File: src/rtl/load_store_unit.sv
// Load/store unit between the MEM stage and a byte-addressed DataMemory.
// Checks each request, splits misaligned accesses into byte accesses and extends loads.
module load_store_unit #(
  parameter int unsigned MEM_BYTES        = 2048,
  parameter bit          ALLOW_MISALIGNED = 1'b1
) (
  input  logic        Clk,
  input  logic        Reset,
  input  logic        ReqValid,
  output logic        ReqReady,
  input  logic        ReqWr,
  input  logic [2:0]  ReqCtrl,
  input  logic [31:0] ReqAddr,
  input  logic [31:0] ReqData,
  output logic        RespValid,
  input  logic        RespReady,
  output logic [31:0] RespData,
  output logic [1:0]  RespErr,
  output logic [31:0] MemAddress,
  output logic [31:0] MemDataWr,
  output logic        MemDMWr,
  output logic [2:0]  MemDMCtrl,
  input  logic [31:0] MemDataRd
);

  localparam int unsigned AW = 32;
  localparam int unsigned DW = 32;

  localparam logic [2:0] CTRL_B  = 3'b000;
  localparam logic [2:0] CTRL_H  = 3'b001;
  localparam logic [2:0] CTRL_W  = 3'b010;
  localparam logic [2:0] CTRL_BU = 3'b100;
  localparam logic [2:0] CTRL_HU = 3'b101;

  localparam logic [1:0] ERR_OK    = 2'b00;
  localparam logic [1:0] ERR_ALIGN = 2'b01;
  localparam logic [1:0] ERR_RANGE = 2'b10;
  localparam logic [1:0] ERR_CTRL  = 2'b11;

  typedef enum logic [1:0] {IDLE, ACCESS, SPLIT, RESP} state_t;

  state_t          state_q, state_d;
  logic            wr_q, wr_d;
  logic [2:0]      ctrl_q, ctrl_d;
  logic [AW-1:0]   addr_q, addr_d;
  logic [DW-1:0]   data_q, data_d;
  logic [1:0]      k_q, k_d;
  logic            ready_q, ready_d;
  logic            resp_valid_q, resp_valid_d;
  logic [DW-1:0]   resp_data_q, resp_data_d;
  logic [1:0]      resp_err_q, resp_err_d;
  logic [AW-1:0]   mem_addr_q, mem_addr_d;
  logic [DW-1:0]   mem_wdata_q, mem_wdata_d;
  logic            mem_wr_q, mem_wr_d;
  logic [2:0]      mem_ctrl_q, mem_ctrl_d;

  // Request decode: size, error conditions and alignment of the incoming request.
  logic [2:0]      req_size;
  logic            req_illegal;
  logic            req_range;
  logic            req_misaligned;
  logic [AW:0]     req_last;

  always_comb begin
    case (ReqCtrl[1:0])
      2'b00:   req_size = 3'd1;
      2'b01:   req_size = 3'd2;
      default: req_size = 3'd4;
    endcase
    req_illegal    = (ReqCtrl == 3'b011) || (ReqCtrl == 3'b110) || (ReqCtrl == 3'b111);
    req_last       = {1'b0, ReqAddr} + (AW+1)'(req_size) - (AW+1)'(1);
    req_range      = req_last >= (AW+1)'(MEM_BYTES);
    req_misaligned = (ReqAddr[1:0] & 2'(req_size - 3'd1)) != 2'b00;
  end

  logic [1:0]    last_k;
  logic [1:0]    k_next;
  logic [DW-1:0] assembled;

  // Next-state and next-output logic; Mem* defaults are the idle values.
  always_comb begin
    state_d      = state_q;
    wr_d         = wr_q;
    ctrl_d       = ctrl_q;
    addr_d       = addr_q;
    data_d       = data_q;
    k_d          = k_q;
    ready_d      = 1'b0;
    resp_valid_d = resp_valid_q;
    resp_data_d  = resp_data_q;
    resp_err_d   = resp_err_q;
    mem_addr_d   = '0;
    mem_wdata_d  = '0;
    mem_wr_d     = 1'b0;
    mem_ctrl_d   = CTRL_W;
    last_k       = (ctrl_q[1:0] == 2'b01) ? 2'd1 : 2'd3;
    k_next       = k_q + 2'd1;
    assembled    = resp_data_q;
    assembled[{k_q, 3'b000} +: 8] = MemDataRd[7:0];

    case (state_q)
      IDLE: begin
        ready_d = 1'b1;
        if (ReqValid && ready_q) begin
          ready_d     = 1'b0;
          wr_d        = ReqWr;
          ctrl_d      = ReqCtrl;
          addr_d      = ReqAddr;
          data_d      = ReqData;
          k_d         = 2'd0;
          resp_data_d = '0;
          resp_err_d  = ERR_OK;
          if (req_illegal) begin
            resp_err_d   = ERR_CTRL;
            resp_valid_d = 1'b1;
            state_d      = RESP;
          end else if (req_range) begin
            resp_err_d   = ERR_RANGE;
            resp_valid_d = 1'b1;
            state_d      = RESP;
          end else if (req_misaligned && !ALLOW_MISALIGNED) begin
            resp_err_d   = ERR_ALIGN;
            resp_valid_d = 1'b1;
            state_d      = RESP;
          end else if (req_misaligned) begin
            state_d     = SPLIT;
            mem_addr_d  = ReqAddr;
            mem_ctrl_d  = ReqWr ? CTRL_B : CTRL_BU;
            mem_wdata_d = ReqWr ? DW'(ReqData[7:0]) : '0;
            mem_wr_d    = ReqWr;
          end else begin
            state_d     = ACCESS;
            mem_addr_d  = ReqAddr;
            mem_ctrl_d  = ReqCtrl;
            mem_wdata_d = ReqWr ? ReqData : '0;
            mem_wr_d    = ReqWr;
          end
        end
      end
      ACCESS: begin
        if (!wr_q) resp_data_d = MemDataRd;
        resp_valid_d = 1'b1;
        state_d      = RESP;
      end
      SPLIT: begin
        if (!wr_q) resp_data_d = assembled;
        if (k_q == last_k) begin
          if (!wr_q) begin
            case (ctrl_q)
              CTRL_H:  resp_data_d = {{16{assembled[15]}}, assembled[15:0]};
              CTRL_HU: resp_data_d = {16'h0000, assembled[15:0]};
              default: resp_data_d = assembled;
            endcase
          end
          resp_valid_d = 1'b1;
          state_d      = RESP;
        end else begin
          k_d         = k_next;
          mem_addr_d  = addr_q + AW'(k_next);
          mem_ctrl_d  = wr_q ? CTRL_B : CTRL_BU;
          mem_wdata_d = wr_q ? DW'(data_q[{k_next, 3'b000} +: 8]) : '0;
          mem_wr_d    = wr_q;
        end
      end
      RESP: begin
        if (RespReady) begin
          resp_valid_d = 1'b0;
          ready_d      = 1'b1;
          state_d      = IDLE;
        end
      end
      default: begin
        ready_d = 1'b1;
        state_d = IDLE;
      end
    endcase
  end

  always_ff @(posedge Clk) begin
    if (Reset) begin
      state_q      <= IDLE;
      wr_q         <= 1'b0;
      ctrl_q       <= CTRL_W;
      addr_q       <= '0;
      data_q       <= '0;
      k_q          <= 2'd0;
      ready_q      <= 1'b1;
      resp_valid_q <= 1'b0;
      resp_data_q  <= '0;
      resp_err_q   <= ERR_OK;
      mem_addr_q   <= '0;
      mem_wdata_q  <= '0;
      mem_wr_q     <= 1'b0;
      mem_ctrl_q   <= CTRL_W;
    end else begin
      state_q      <= state_d;
      wr_q         <= wr_d;
      ctrl_q       <= ctrl_d;
      addr_q       <= addr_d;
      data_q       <= data_d;
      k_q          <= k_d;
      ready_q      <= ready_d;
      resp_valid_q <= resp_valid_d;
      resp_data_q  <= resp_data_d;
      resp_err_q   <= resp_err_d;
      mem_addr_q   <= mem_addr_d;
      mem_wdata_q  <= mem_wdata_d;
      mem_wr_q     <= mem_wr_d;
      mem_ctrl_q   <= mem_ctrl_d;
    end
  end

  // DataMemory writes on any input change, so the write strobe must die with Reset itself.
  assign MemDMWr    = mem_wr_q & ~Reset;
  assign MemAddress = mem_addr_q;
  assign MemDataWr  = mem_wdata_q;
  assign MemDMCtrl  = mem_ctrl_q;
  assign ReqReady   = ready_q;
  assign RespValid  = resp_valid_q;
  assign RespData   = resp_data_q;
  assign RespErr    = resp_err_q;

endmodule

File: config.mk
export PLATFORM = sky130hd
export DESIGN_NAME = load_store_unit
export DESIGN_NICKNAME = d
export VERILOG_FILES = /design/src/rtl/load_store_unit.sv
export SDC_FILE = /design/constraint.sdc
export NUM_CORES = 1
export LEC_CHECK = 0
export ABC_AREA = 1
export CORE_MARGIN = 8
export CORE_UTILIZATION = 50
export DETAILED_ROUTE_END_ITERATION = 16
export GPL_TIMING_DRIVEN = 0
export PLACE_DENSITY_LB_ADDON = 0.05
export SLEW_MARGIN = 40
export SYNTH_ARGS = -nofsm -noshare
export SYNTH_HDL_FRONTEND = slang
export SYNTH_SLANG_ARGS = --single-unit
File: constraint.sdc
create_clock -name Clk -period 6.9 [get_ports Clk]
set_clock_uncertainty 0.05 [all_clocks]
set_input_delay 0.69 -clock Clk [delete_from_list [all_inputs] [get_ports Clk]]
set_output_delay 0.69 -clock Clk [all_outputs]
set_load 0.02 [all_outputs]
==> results of run 1 <==
==> kinds of logic (layout without fill, tap and decap cells) <==
| logic type | count (synthesis) | in the layout |
|---|---|---|
| flops | 176 | 176 |
| buf+inv | 342 | 580 |
| simple gates | 909 | 909 |
| compound gates | 332 | 332 |
| fa+ha+maj | 50 | 50 |
| xor+xnor | 6 | 6 |
==> layout make-up <==
type / instances / area [µm²]
well taps: 280 / 350
clock inverters: 15 / 215
multi-input cells: 1297 / 6250
repair buffers: 206 / 2060
fillers: 2124 / 7680
flip-flops and latches: 176 / 3520
plain buffers: 71 / 293
clock buffers: 17 / 425
inverters: 271 / 1020
==> registers in the layout, indices dropped and copies added (netlist names), 3 cells and up <==
register / count
MemAddress: 32
RespData: 32
addr_q: 32
MemDMCtrl: 3
ctrl_q: 3
MemDataWr: 32
data_q: 32
==> per-stage QoR <==
step	instances	power (mW)	hold slack, ns	instance area, µm²
2_1_floorplan	1815	2.25	0.391	11100
3_3_place_gp	2301	2.77	0.402	13500
3_5_place_dp	2301	2.80	0.406	13500
4_1_cts	2333	3.84	0.418	14100
5_1_grt	2333	4.10	0.442	14100
6_report	2333	3.87	0.415	14100
==> worst max-delay path: cells and delay by family, from the launching register on <==
kind / cells / cell delay, ns
AND/OR/NAND/NOR: 8 / 1.74
flip-flops: 1 / 0.35
adder cells (fa/ha/maj): 2 / 0.87
AO/OA/AOI/OAI: 1 / 0.24
buffers and inverters: 6 / 1.73
==> power breakdown <==
part           internal (mW)  leakage, nW  switching (mW)
Combinational          0.488         4.37            1.06
Sequential              1.15         1.43           0.111
Clock                  0.510        0.308           0.541
==> metal layers <==
layer  up-vias  GRT usage (%)  wire length [µm]  part of all wire (%)
met5         -              0                 0                     0
met4         0           7.29               616                   1.6
met3        51           6.31              3890                   9.8
met2       573           42.8             16900                    43
met1      5769           40.9             18300                    46
li1       6259              -                 -                     -
==> final timing paths <==
path / start / end / slack (ns) / depth (start not counted)
max reg2reg: k_q[0] / MemAddress[30] / 1.84 / 17
min: RespData[5] / RespData[5] / 0.42 / 2
max: k_q[0] / MemAddress[30] / 1.84 / 17
min reg2reg: RespData[5] / RespData[5] / 0.42 / 2
==> placed cells by master, fill, tap and decap left out, types with 6 or more instances in the layout <==
master and count:
sky130_fd_sc_hd__ha_1 48, sky130_fd_sc_hd__inv_1 265, sky130_fd_sc_hd__a21oi_1 160, sky130_fd_sc_hd__clkbuf_1 58, sky130_fd_sc_hd__nor2_2 9, sky130_fd_sc_hd__nor2_1 236, sky130_fd_sc_hd__o21ai_0 113, sky130_fd_sc_hd__nand4_1 27
sky130_fd_sc_hd__nand3b_1 12, sky130_fd_sc_hd__dfxtp_1 176, sky130_fd_sc_hd__nor4_1 7, sky130_fd_sc_hd__a31oi_1 11, sky130_fd_sc_hd__nor3_1 15, sky130_fd_sc_hd__nand3_1 114, sky130_fd_sc_hd__or2_2 6, sky130_fd_sc_hd__clkbuf_16 17
sky130_fd_sc_hd__clkdlybuf4s50_1 206, sky130_fd_sc_hd__o22ai_1 17, sky130_fd_sc_hd__buf_2 6, sky130_fd_sc_hd__nand2_1 471, sky130_fd_sc_hd__a22oi_1 10
==> impl_metrics.csv, run 1 <==
group,metric,value,unit
run_status,status,"finished clean",
detailed_routing,postRouteAntennaNets,0,
floorplan,initial_core_util,50.8,%
clock_network,post-cts-setup-buffers,0,
clock_network,clkTransAtPathRegs,0.08,ns
power,power_per_cell_area,273,mW/mm²
placed_design,detailed_place_hpwl,31600,µm
detailed_routing,postRouteWirelength,39700,µm
placed_design,buffer_ports.inserted,206,
clock_network,htree_num_levels,4,
power,max-vdd-ir-drop,0.000179,V
sta,post-route-min-period,5.06,ns
critical_path,cp_slowest_stage_delay,0.61,ns
synthesis,syn-instance-count,1815,
sta,postLayoutSetupSlackWorst,1.84,ns
placed_design,worst_case_setup_slack_after_placement,2.04,ns
synthesis,post_synth_edffs,0,
critical_path,worstSetupStartpointType,"flip-flop",
synthesis,post-synth-top-area-fraction,31.8,%
detailed_routing,detailed_route_iter0_violations,1215,
floorplan,io-pin-count,208,
synthesis,ys_dominant_reg_cell,"sky130_fd_sc_hd__dfxtp_1",
critical_path,cp_data_arrival_time,5.37,ns
synthesis,post-synth-top-area-cell,"sky130_fd_sc_hd__dfxtp_1",
critical_path,timing.critical_path.required,7.21,ns
sta,relSlewSlack,43.4,%
floorplan,core_area,0.0218,mm²
synthesis,postSynthRegisterBits,176,
detailed_routing,drt_drc,0,
synthesis,synth_fp_nets,1969,
sta,period_share,73.3,%
floorplan,die_x,165,µm
power,power.static_leakage,6.11,nW
clock_network,clk_path_buf_depth,2,
floorplan,placement_rows,54,
sta,grt_setup_unrepaired,"false",
clock_network,insertion_delay,0.45,ns
detailed_routing,overall_via_count_from_detail_route,12652,
synthesis,post_synth_num_cell_types,42,
synthesis,synthMuxAreaShare,0,%
synthesis,postSynthAreaPerCell,6.11,µm²
grt,grt_pass1_wl,61600,µm
synthesis,synth_top_family_by_area,"simple AND/OR/NAND/NOR gates",
finish,final_core_util,64.8,%
synthesis,synth.top_cells.by_area,"sky130_fd_sc_hd__dfxtp_1, sky130_fd_sc_hd__nand2_1, sky130_fd_sc_hd__inv_1, sky130_fd_sc_hd__nor2_1, sky130_fd_sc_hd__a21oi_1",
synthesis,ys_async_sr_fraction,0,%
sta,finalHoldViolations,0,
synthesis,synth_common_cells,"sky130_fd_sc_hd__nand2_1, sky130_fd_sc_hd__inv_1, sky130_fd_sc_hd__nor2_1",
grt,grt_max_degree,23,
clock_network,cts-buffers-inserted,17,
sta,setup_tns,0,ns
critical_path,timing_worst_setup_path_type,"flip-flop to flip-flop",
sta,max_freq,0.198,GHz
finish,area_growth,27.6,%
clock_network,cts-root-buf,"sky130_fd_sc_hd__clkbuf_16",
synthesis,yosys.area_share.xor_xnor,0.474,%
detailed_routing,detail_route.vias_per_cell,5.42,
synthesis,mappedNetlistArea,0.0111,mm²
grt,grt_usage,28.6,%
worst_hold_path,hold_class,"flip-flop to flip-flop",
synthesis,synth-simple-area-share,34.2,%
synthesis,post-synth-top-count-cell,"sky130_fd_sc_hd__nand2_1",
critical_path,cp_slowest_cell,"sky130_fd_sc_hd__clkbuf_1",
critical_path,critPathMaxFanout,13,
clock_network,post_cts_resize_count,0,
clock_network,cts_tree,"yes",
grt,globalRoute.totalOverflow,0,
detailed_routing,route.detailed.wl_per_inst,17.0,µm
sta,tightestPinTransition,0.846,ns
clock_network,clock_sink_count,176,
finish,fin_nets,2194,
floorplan,floorplan.die_area,0.0272,mm²
sta,slew_viol_final,0,
grt,grt_antenna_before_repair,0,
clock_network,ctsHoldBuffers,0,
grt,number_of_global_route_vias_before_repair,11759,
synthesis,synth_seq_area_share,31.8,%
finish,antenna-diode-count,0,
critical_path,cp-end-kind,"flip-flop",
sta,number_of_setup_violations_in_the_final_report,0,
detailed_routing,firstDrtPassIters,5,
synthesis,adder_cell_share_of_the_synthesized_area,5.78,%
placed_design,place.gp.congestion,0.973,
floorplan,die_height,165,µm
critical_path,cp_cell_sequence,"inv_1 -> clkbuf_1 -> clkbuf_1 -> ha_1 -> inv_1 -> clkbuf_1 -> fa_1 -> nor2_1 -> nand3_1 -> nor4_2 -> inv_1 -> nor4_1 -> nand2_1 -> nor2_1 -> or2_2 -> nand3_1 -> a21oi_1",
synthesis,synth-compound-area-share,16.0,%
finish,final_layout_size_suffix_gt1_share,3.31,%
synthesis,yosys_warn_count,0,
job,max_cap_violation_count,0,
Note: power is estimated with default switching activity, not from simulation.
==> run 2, diff against run 1 <==
==> constraint.sdc (replaced) <==
create_clock -name Clk -period 4.9 [get_ports Clk]
set_clock_uncertainty 0.05 [all_clocks]
set_input_delay 0.49 -clock Clk [delete_from_list [all_inputs] [get_ports Clk]]
set_output_delay 0.49 -clock Clk [all_outputs]
set_load 0.02 [all_outputs]
==> run 2 against run 1 <==
Non-clock buffer count unchanged. Sequential share of layout area about the same. Combinational power increased by 41%. Die area unchanged. Final cell count unchanged. Global-route usage unchanged. Maximum frequency increased by 9.3%. Setup slack got worse by 1.6 ns. Largest cell class unchanged.
==> impl_metrics.csv, run 2 (same netlist as run 1, synthesis figures left out) <==
group,metric,value,unit
placed_design,buffer_ports.inserted,206,
grt,number_of_global_route_vias_before_repair,11759,
clock_network,cts-root-buf,"sky130_fd_sc_hd__clkbuf_16",
critical_path,worstSetupStartpointType,"flip-flop",
floorplan,io-pin-count,208,
clock_network,htree_num_levels,4,
grt,grt_pass1_wl,61600,µm
detailed_routing,detailed_route_iter0_violations,1097,
critical_path,cp_cell_sequence,"inv_1 -> clkbuf_1 -> clkbuf_2 -> ha_1 -> inv_1 -> clkbuf_1 -> fa_1 -> nor2_1 -> nand3_1 -> nor3_1 -> nand2_1 -> nor2_1 -> nand3_1 -> nor4_1 -> a21oi_1 -> o21ai_0 -> a21oi_1",
finish,n_fill_cell,2123,
sta,post-route-min-period,4.63,ns
job,max_cap_violation_count,0,
detailed_routing,postRouteAntennaNets,0,
clock_network,clkTransAtPathRegs,0.08,ns
clock_network,post-cts-setup-buffers,0,
finish,most_common_cell_after_layout_fill_and_taps_aside,"sky130_fd_sc_hd__nand2_1",
critical_path,cp_data_arrival_time,4.88,ns
floorplan,die_x,165,µm
power,power_per_cell_area,384,mW/mm²
critical_path,cp-end-kind,"flip-flop",
finish,antenna-diode-count,0,
critical_path,critPathMaxFanout,13,
grt,grt_max_degree,23,
sta,finalHoldViolations,0,
sta,period_share,94.5,%
sta,setup_tns,0,ns
grt,globalRoute.totalOverflow,0,
finish,layout.cells.most_common_list,"sky130_fd_sc_hd__nand2_1, sky130_fd_sc_hd__inv_1, sky130_fd_sc_hd__nor2_1, sky130_fd_sc_hd__clkdlybuf4s50_1, sky130_fd_sc_hd__dfxtp_1",
floorplan,floorplan.die_area,0.0272,mm²
power,max-vdd-ir-drop,0.000251,V
clock_network,cts-buffers-inserted,17,
power,power.static_leakage,6.13,nW
critical_path,cp_slowest_cell,"sky130_fd_sc_hd__fa_1",
floorplan,initial_core_util,50.8,%
critical_path,worst-path-buf-inv,5,
critical_path,timing_worst_setup_path_type,"flip-flop to flip-flop",
finish,layout.cells.non_filler,2333,
finish,fin_nets,2194,
detailed_routing,postRouteWirelength,39600,µm
worst_hold_path,hold_class,"flip-flop to flip-flop",
floorplan,core_area,0.0218,mm²
detailed_routing,overall_via_count_from_detail_route,12602,
detailed_routing,detail_route.vias_per_cell,5.40,
critical_path,cp_slowest_stage_delay,0.53,ns
sta,number_of_setup_violations_in_the_final_report,0,
sta,slew_viol_final,0,
grt,grt_antenna_before_repair,0,
floorplan,placement_rows,54,
clock_network,clock_sink_count,176,
detailed_routing,drt_drc,0,
clock_network,ctsHoldBuffers,0,
sta,timing.hold.ws,0.415,ns
sta,grt_setup_unrepaired,"true",
placed_design,place.gp.congestion,0.973,
clock_network,cts_tree,"yes",
placed_design,inst_count_dp,2301,
sta,max_freq,0.216,GHz
critical_path,timing.critical_path.required,5.15,ns
finish,final_layout_size_suffix_gt1_share,3.41,%
detailed_routing,firstDrtPassIters,5,
critical_path,worst_path_dominant_cell_family,"simple AND/OR/NAND/NOR gates",
grt,grt_usage,28.6,%
placed_design,detailed_place_hpwl,31600,µm
clock_network,clk_path_buf_depth,2,
sta,relSlewSlack,42.1,%
finish,area_growth,27.7,%
clock_network,insertion_delay,0.45,ns
detailed_routing,route.detailed.wl_per_inst,17.0,µm
sta,tightestPinTransition,0.865,ns
run_status,status,"finished clean",
power,p_total,5.44,mW
floorplan,die_height,165,µm
## run 2: cell types whose count changed in the layout (fill, tap and decap cells not counted)
cell,previous run,this run
sky130_fd_sc_hd__nor4_4,0,1
sky130_fd_sc_hd__clkbuf_1,58,57
sky130_fd_sc_hd__nor4_1,7,6
sky130_fd_sc_hd__clkbuf_2,0,1
## run 2: per-layer routing
layer	up-vias	routed length (µm)	share of wire (%)	GRT usage [%]
met1	5735	18300	46	40.9
met3	47	3920	9.9	6.31
li1	6267	-	-	-
met2	553	16800	42	42.8
met4	0	621	1.6	7.29
met5	-	0	0	0
## run 2: path summary, 6_finish.rpt
check        slack (ns)             end   startpoint  cells after the start
min reg2reg        0.42     RespData[5]  RespData[5]                      2
max reg2reg        0.27  MemAddress[28]       k_q[0]                     17
min                0.42     RespData[5]  RespData[5]                      2
max                0.27  MemAddress[28]       k_q[0]                     17
## run 2: cell type report
type	count	area, µm²	share of cell area [%]
well taps	280	350	2.47
clock inverters	15	215	1.52
inverters	271	1020	7.19
plain buffers	71	294	2.08
multi-input cells	1297	6270	44.3
repair buffers	206	2060	14.6
clock buffers	17	425	3.00
flip-flops and latches	176	3520	24.9
## run 2: worst reg2reg max path: stages, from the launching register on
cell and delay [ns]:
sky130_fd_sc_hd__dfxtp_1 0.35, sky130_fd_sc_hd__inv_1 0.18, sky130_fd_sc_hd__clkbuf_1 0.38, sky130_fd_sc_hd__clkbuf_2 0.40, sky130_fd_sc_hd__ha_1 0.30, sky130_fd_sc_hd__inv_1 0.11
sky130_fd_sc_hd__clkbuf_1 0.31, sky130_fd_sc_hd__fa_1 0.53, sky130_fd_sc_hd__nor2_1 0.15, sky130_fd_sc_hd__nand3_1 0.20, sky130_fd_sc_hd__nor3_1 0.37, sky130_fd_sc_hd__nand2_1 0.16
sky130_fd_sc_hd__nor2_1 0.18, sky130_fd_sc_hd__nand3_1 0.14, sky130_fd_sc_hd__nor4_1 0.33, sky130_fd_sc_hd__a21oi_1 0.11, sky130_fd_sc_hd__o21ai_0 0.14, sky130_fd_sc_hd__a21oi_1 0.11
## run 2: repair_timing
action,4_1_cts,5_1_grt
gates resized for setup,1,2
gates cloned,0,0
endpoints found under the setup margin,1,4
## run 2: stage by stage
stage / util [%] / area, µm² / worst slack [ns]
floorplan: - / 11100 / 1.44
global placement: 61.9 / 13500 / 0.0751
detailed placement: 61.9 / 13500 / 0.0565
CTS: 64.8 / 14100 / 0.227
global route: 64.9 / 14200 / -0.0491
finish: 64.9 / 14200 / 0.271
## run 2: report_power, final
part	switching (mW)	internal, mW	total (mW)
clock network	0.756	0.719	1.47
logic	1.50	0.688	2.19
registers	0.156	1.63	1.78
==> run 3, diff against run 2 <==
--- a/config.mk
+++ b/config.mk
@@ -7,7 +7,7 @@
 export LEC_CHECK = 0
 export ABC_AREA = 1
 export CORE_MARGIN = 8
-export CORE_UTILIZATION = 50
+export CORE_UTILIZATION = 53
 export DETAILED_ROUTE_END_ITERATION = 16
 export GPL_TIMING_DRIVEN = 0
 export PLACE_DENSITY_LB_ADDON = 0.05
==> run 3 against run 2 <==
Global-route usage is 0.97 points higher. Die area fell by 5.1%. Routed wire length fell by 0.63%. Sequential share of layout area up 0.055 points. Largest cell class unchanged. Design area is 0.22% lower.
==> impl_metrics.csv, run 3 (same netlist as run 1, synthesis figures left out) <==
group,metric,value,unit
grt,grt_max_degree,22,
sta,timing.hold.ws,0.421,ns
floorplan,initial_core_util,53.4,%
finish,final_layout_size_suffix_gt1_share,3.31,%
power,share_seq_of_total_power,33.0,%
clock_network,cts_tree,"yes",
finish,most_common_cell_after_layout_fill_and_taps_aside,"sky130_fd_sc_hd__nand2_1",
finish,final_core_util,68.1,%
sta,post-route-min-period,4.50,ns
grt,number_of_global_route_vias_before_repair,11905,
power,clock_power_share,26.5,%
job,max_cap_violation_count,0,
run_status,status,"finished clean",
detailed_routing,postRouteWirelength,39400,µm
grt,grt_pass1_wl,62200,µm
detailed_routing,overall_via_count_from_detail_route,12813,
worst_hold_path,hold_class,"flip-flop to flip-flop",
power,netSwitchingPower,2.39,mW
grt,grt_antenna_before_repair,0,
floorplan,placement_rows,53,
floorplan,floorplan.die_area,0.0258,mm²
power,combinationalPowerShare,40.5,%
sta,max_freq,0.222,GHz
clock_network,ctsHoldBuffers,0,
sta,number_of_setup_violations_in_the_final_report,0,
clock_network,insertion_delay,0.45,ns
finish,fin_nets,2193,
sta,postLayoutSetupSlackWorst,0.404,ns
power,netSwitchingFraction,44.1,%
grt,globalRoute.totalOverflow,0,
detailed_routing,postRouteAntennaNets,0,
power,power.static_leakage,6.12,nW
power,power_per_cell_area,383,mW/mm²
sta,slew_viol_final,0,
clock_network,clkTransAtPathRegs,0.08,ns
clock_network,clk_path_buf_depth,2,
grt,grt_usage,29.6,%
sta,relSlewSlack,41.6,%
floorplan,die_height,161,µm
power,max-vdd-ir-drop,0.000291,V
detailed_routing,detailed_route_iter0_violations,1450,
critical_path,timing_worst_setup_path_type,"flip-flop to flip-flop",
clock_network,clock_sink_count,176,
detailed_routing,route.detailed.wl_per_inst,16.9,µm
placed_design,buffer_ports.inserted,206,
clock_network,htree_num_levels,4,
critical_path,cp-end-kind,"flip-flop",
sta,grt_setup_unrepaired,"false",
placed_design,worst_case_setup_slack_after_placement,0.0693,ns
sta,setup_tns,0,ns
critical_path,worstSetupStartpointType,"flip-flop",
power,intPower,3.02,mW
placed_design,place.gp.congestion,0.989,
clock_network,cts-root-buf,"sky130_fd_sc_hd__clkbuf_16",
floorplan,io-pin-count,208,
critical_path,critPathMaxFanout,13,
critical_path,cp_data_arrival_time,4.79,ns
clock_network,cts-buffers-inserted,17,
detailed_routing,firstDrtPassIters,6,
finish,layout.cells.most_common_list,"sky130_fd_sc_hd__nand2_1, sky130_fd_sc_hd__inv_1, sky130_fd_sc_hd__nor2_1, sky130_fd_sc_hd__clkdlybuf4s50_1, sky130_fd_sc_hd__dfxtp_1",
finish,antenna-diode-count,0,
detailed_routing,detail_route.vias_per_cell,5.51,
floorplan,die_x,161,µm
sta,period_share,91.8,%
sta,tightestPinTransition,0.872,ns
detailed_routing,drt_drc,0,
placed_design,detailed_place_hpwl,31100,µm
critical_path,timing.critical_path.required,5.19,ns
finish,area_growth,27.4,%
floorplan,core_area,0.0208,mm²
sta,finalHoldViolations,0,
==> run 3: cell types whose count changed in the layout (fill, tap and decap cells not counted) <==
cell,before,now
sky130_fd_sc_hd__clkbuf_1,57,56
sky130_fd_sc_hd__clkinv_8,5,6
sky130_fd_sc_hd__nor2_1,236,237
sky130_fd_sc_hd__inv_12,4,3
sky130_fd_sc_hd__buf_2,6,7
sky130_fd_sc_hd__inv_16,1,0
sky130_fd_sc_hd__clkbuf_2,1,0
sky130_fd_sc_hd__nor4_1,6,7
sky130_fd_sc_hd__nor4_2,2,1
sky130_fd_sc_hd__nor2_2,9,8
sky130_fd_sc_hd__clkinvlp_4,0,1
==> run 3: power by group through the flow <==
stage | clock network, mW | logic (mW) | registers, mW
after floorplan | 0 | 1.34 | 1.83
after global placement | 0 | 2.09 | 1.80
after detailed placement | 0 | 2.12 | 1.80
after CTS | 1.43 | 2.14 | 1.77
after global routing | 1.50 | 2.40 | 1.80
final | 1.43 | 2.19 | 1.78
==> run 3: cell type report <==
cell class | instances | area (µm²)
Clock inverter | 15 | 203
Tap cell | 275 | 344
Timing Repair Buffer | 206 | 2060
Fill cell | 1961 | 6630
Buffer | 70 | 290
Sequential cell | 176 | 3520
Multi-Input combinational cell | 1297 | 6260
Clock buffer | 17 | 425
Inverter | 271 | 1020
==> run 3: repair_timing <==
action,4_1_cts,5_1_grt
resized for setup,0,4
buffers inserted,0,0
endpoints found under the setup margin,0,7
==> run 3: path summary, 6_finish.rpt <==
kind / from / to / slack, ns / cells past startpoint
min reg2reg: RespData[4] / RespData[4] / 0.42 / 2
min: RespData[4] / RespData[4] / 0.42 / 2
max: k_q[0] / MemAddress[20] / 0.40 / 15
max reg2reg: k_q[0] / MemAddress[20] / 0.40 / 15
==> run 3: worst max-delay path, cell delays in order (launching register included) <==
cell                       delay (ns)
sky130_fd_sc_hd__dfxtp_1         0.35
sky130_fd_sc_hd__inv_1           0.36
sky130_fd_sc_hd__buf_2           0.39
sky130_fd_sc_hd__ha_1            0.31
sky130_fd_sc_hd__inv_1           0.12
sky130_fd_sc_hd__clkbuf_1        0.31
sky130_fd_sc_hd__fa_1            0.53
sky130_fd_sc_hd__nor2_1          0.17
sky130_fd_sc_hd__nand3_1         0.20
sky130_fd_sc_hd__nor4_4          0.33
sky130_fd_sc_hd__nand3_1         0.16
sky130_fd_sc_hd__nor3_1          0.24
sky130_fd_sc_hd__nand4_1         0.18
sky130_fd_sc_hd__o21ai_0         0.21
sky130_fd_sc_hd__o211ai_1        0.15
sky130_fd_sc_hd__a21oi_1         0.32
==> run 3: stage by stage <==
| stage | power, mW | cell area (µm²) | instances |
|---|---|---|---|
| finish | 5.40 | 14100 | 2327 |
| global route | 5.71 | 14100 | 2327 |
| CTS | 5.35 | 14100 | 2328 |
| detailed placement | 3.93 | 13500 | 2296 |
| global placement | 3.89 | 13500 | 2296 |
| floorplan | 3.18 | 11100 | 1815 |
==> run 3: per-layer routing <==
layer  vias up  GRT usage, %  wire, µm
li1       6252             -         -
met1      5825          40.9     17400
met2       678          45.5     17000
met3        58          6.68      4240
met4         0          7.82       822
met5         -             0         0
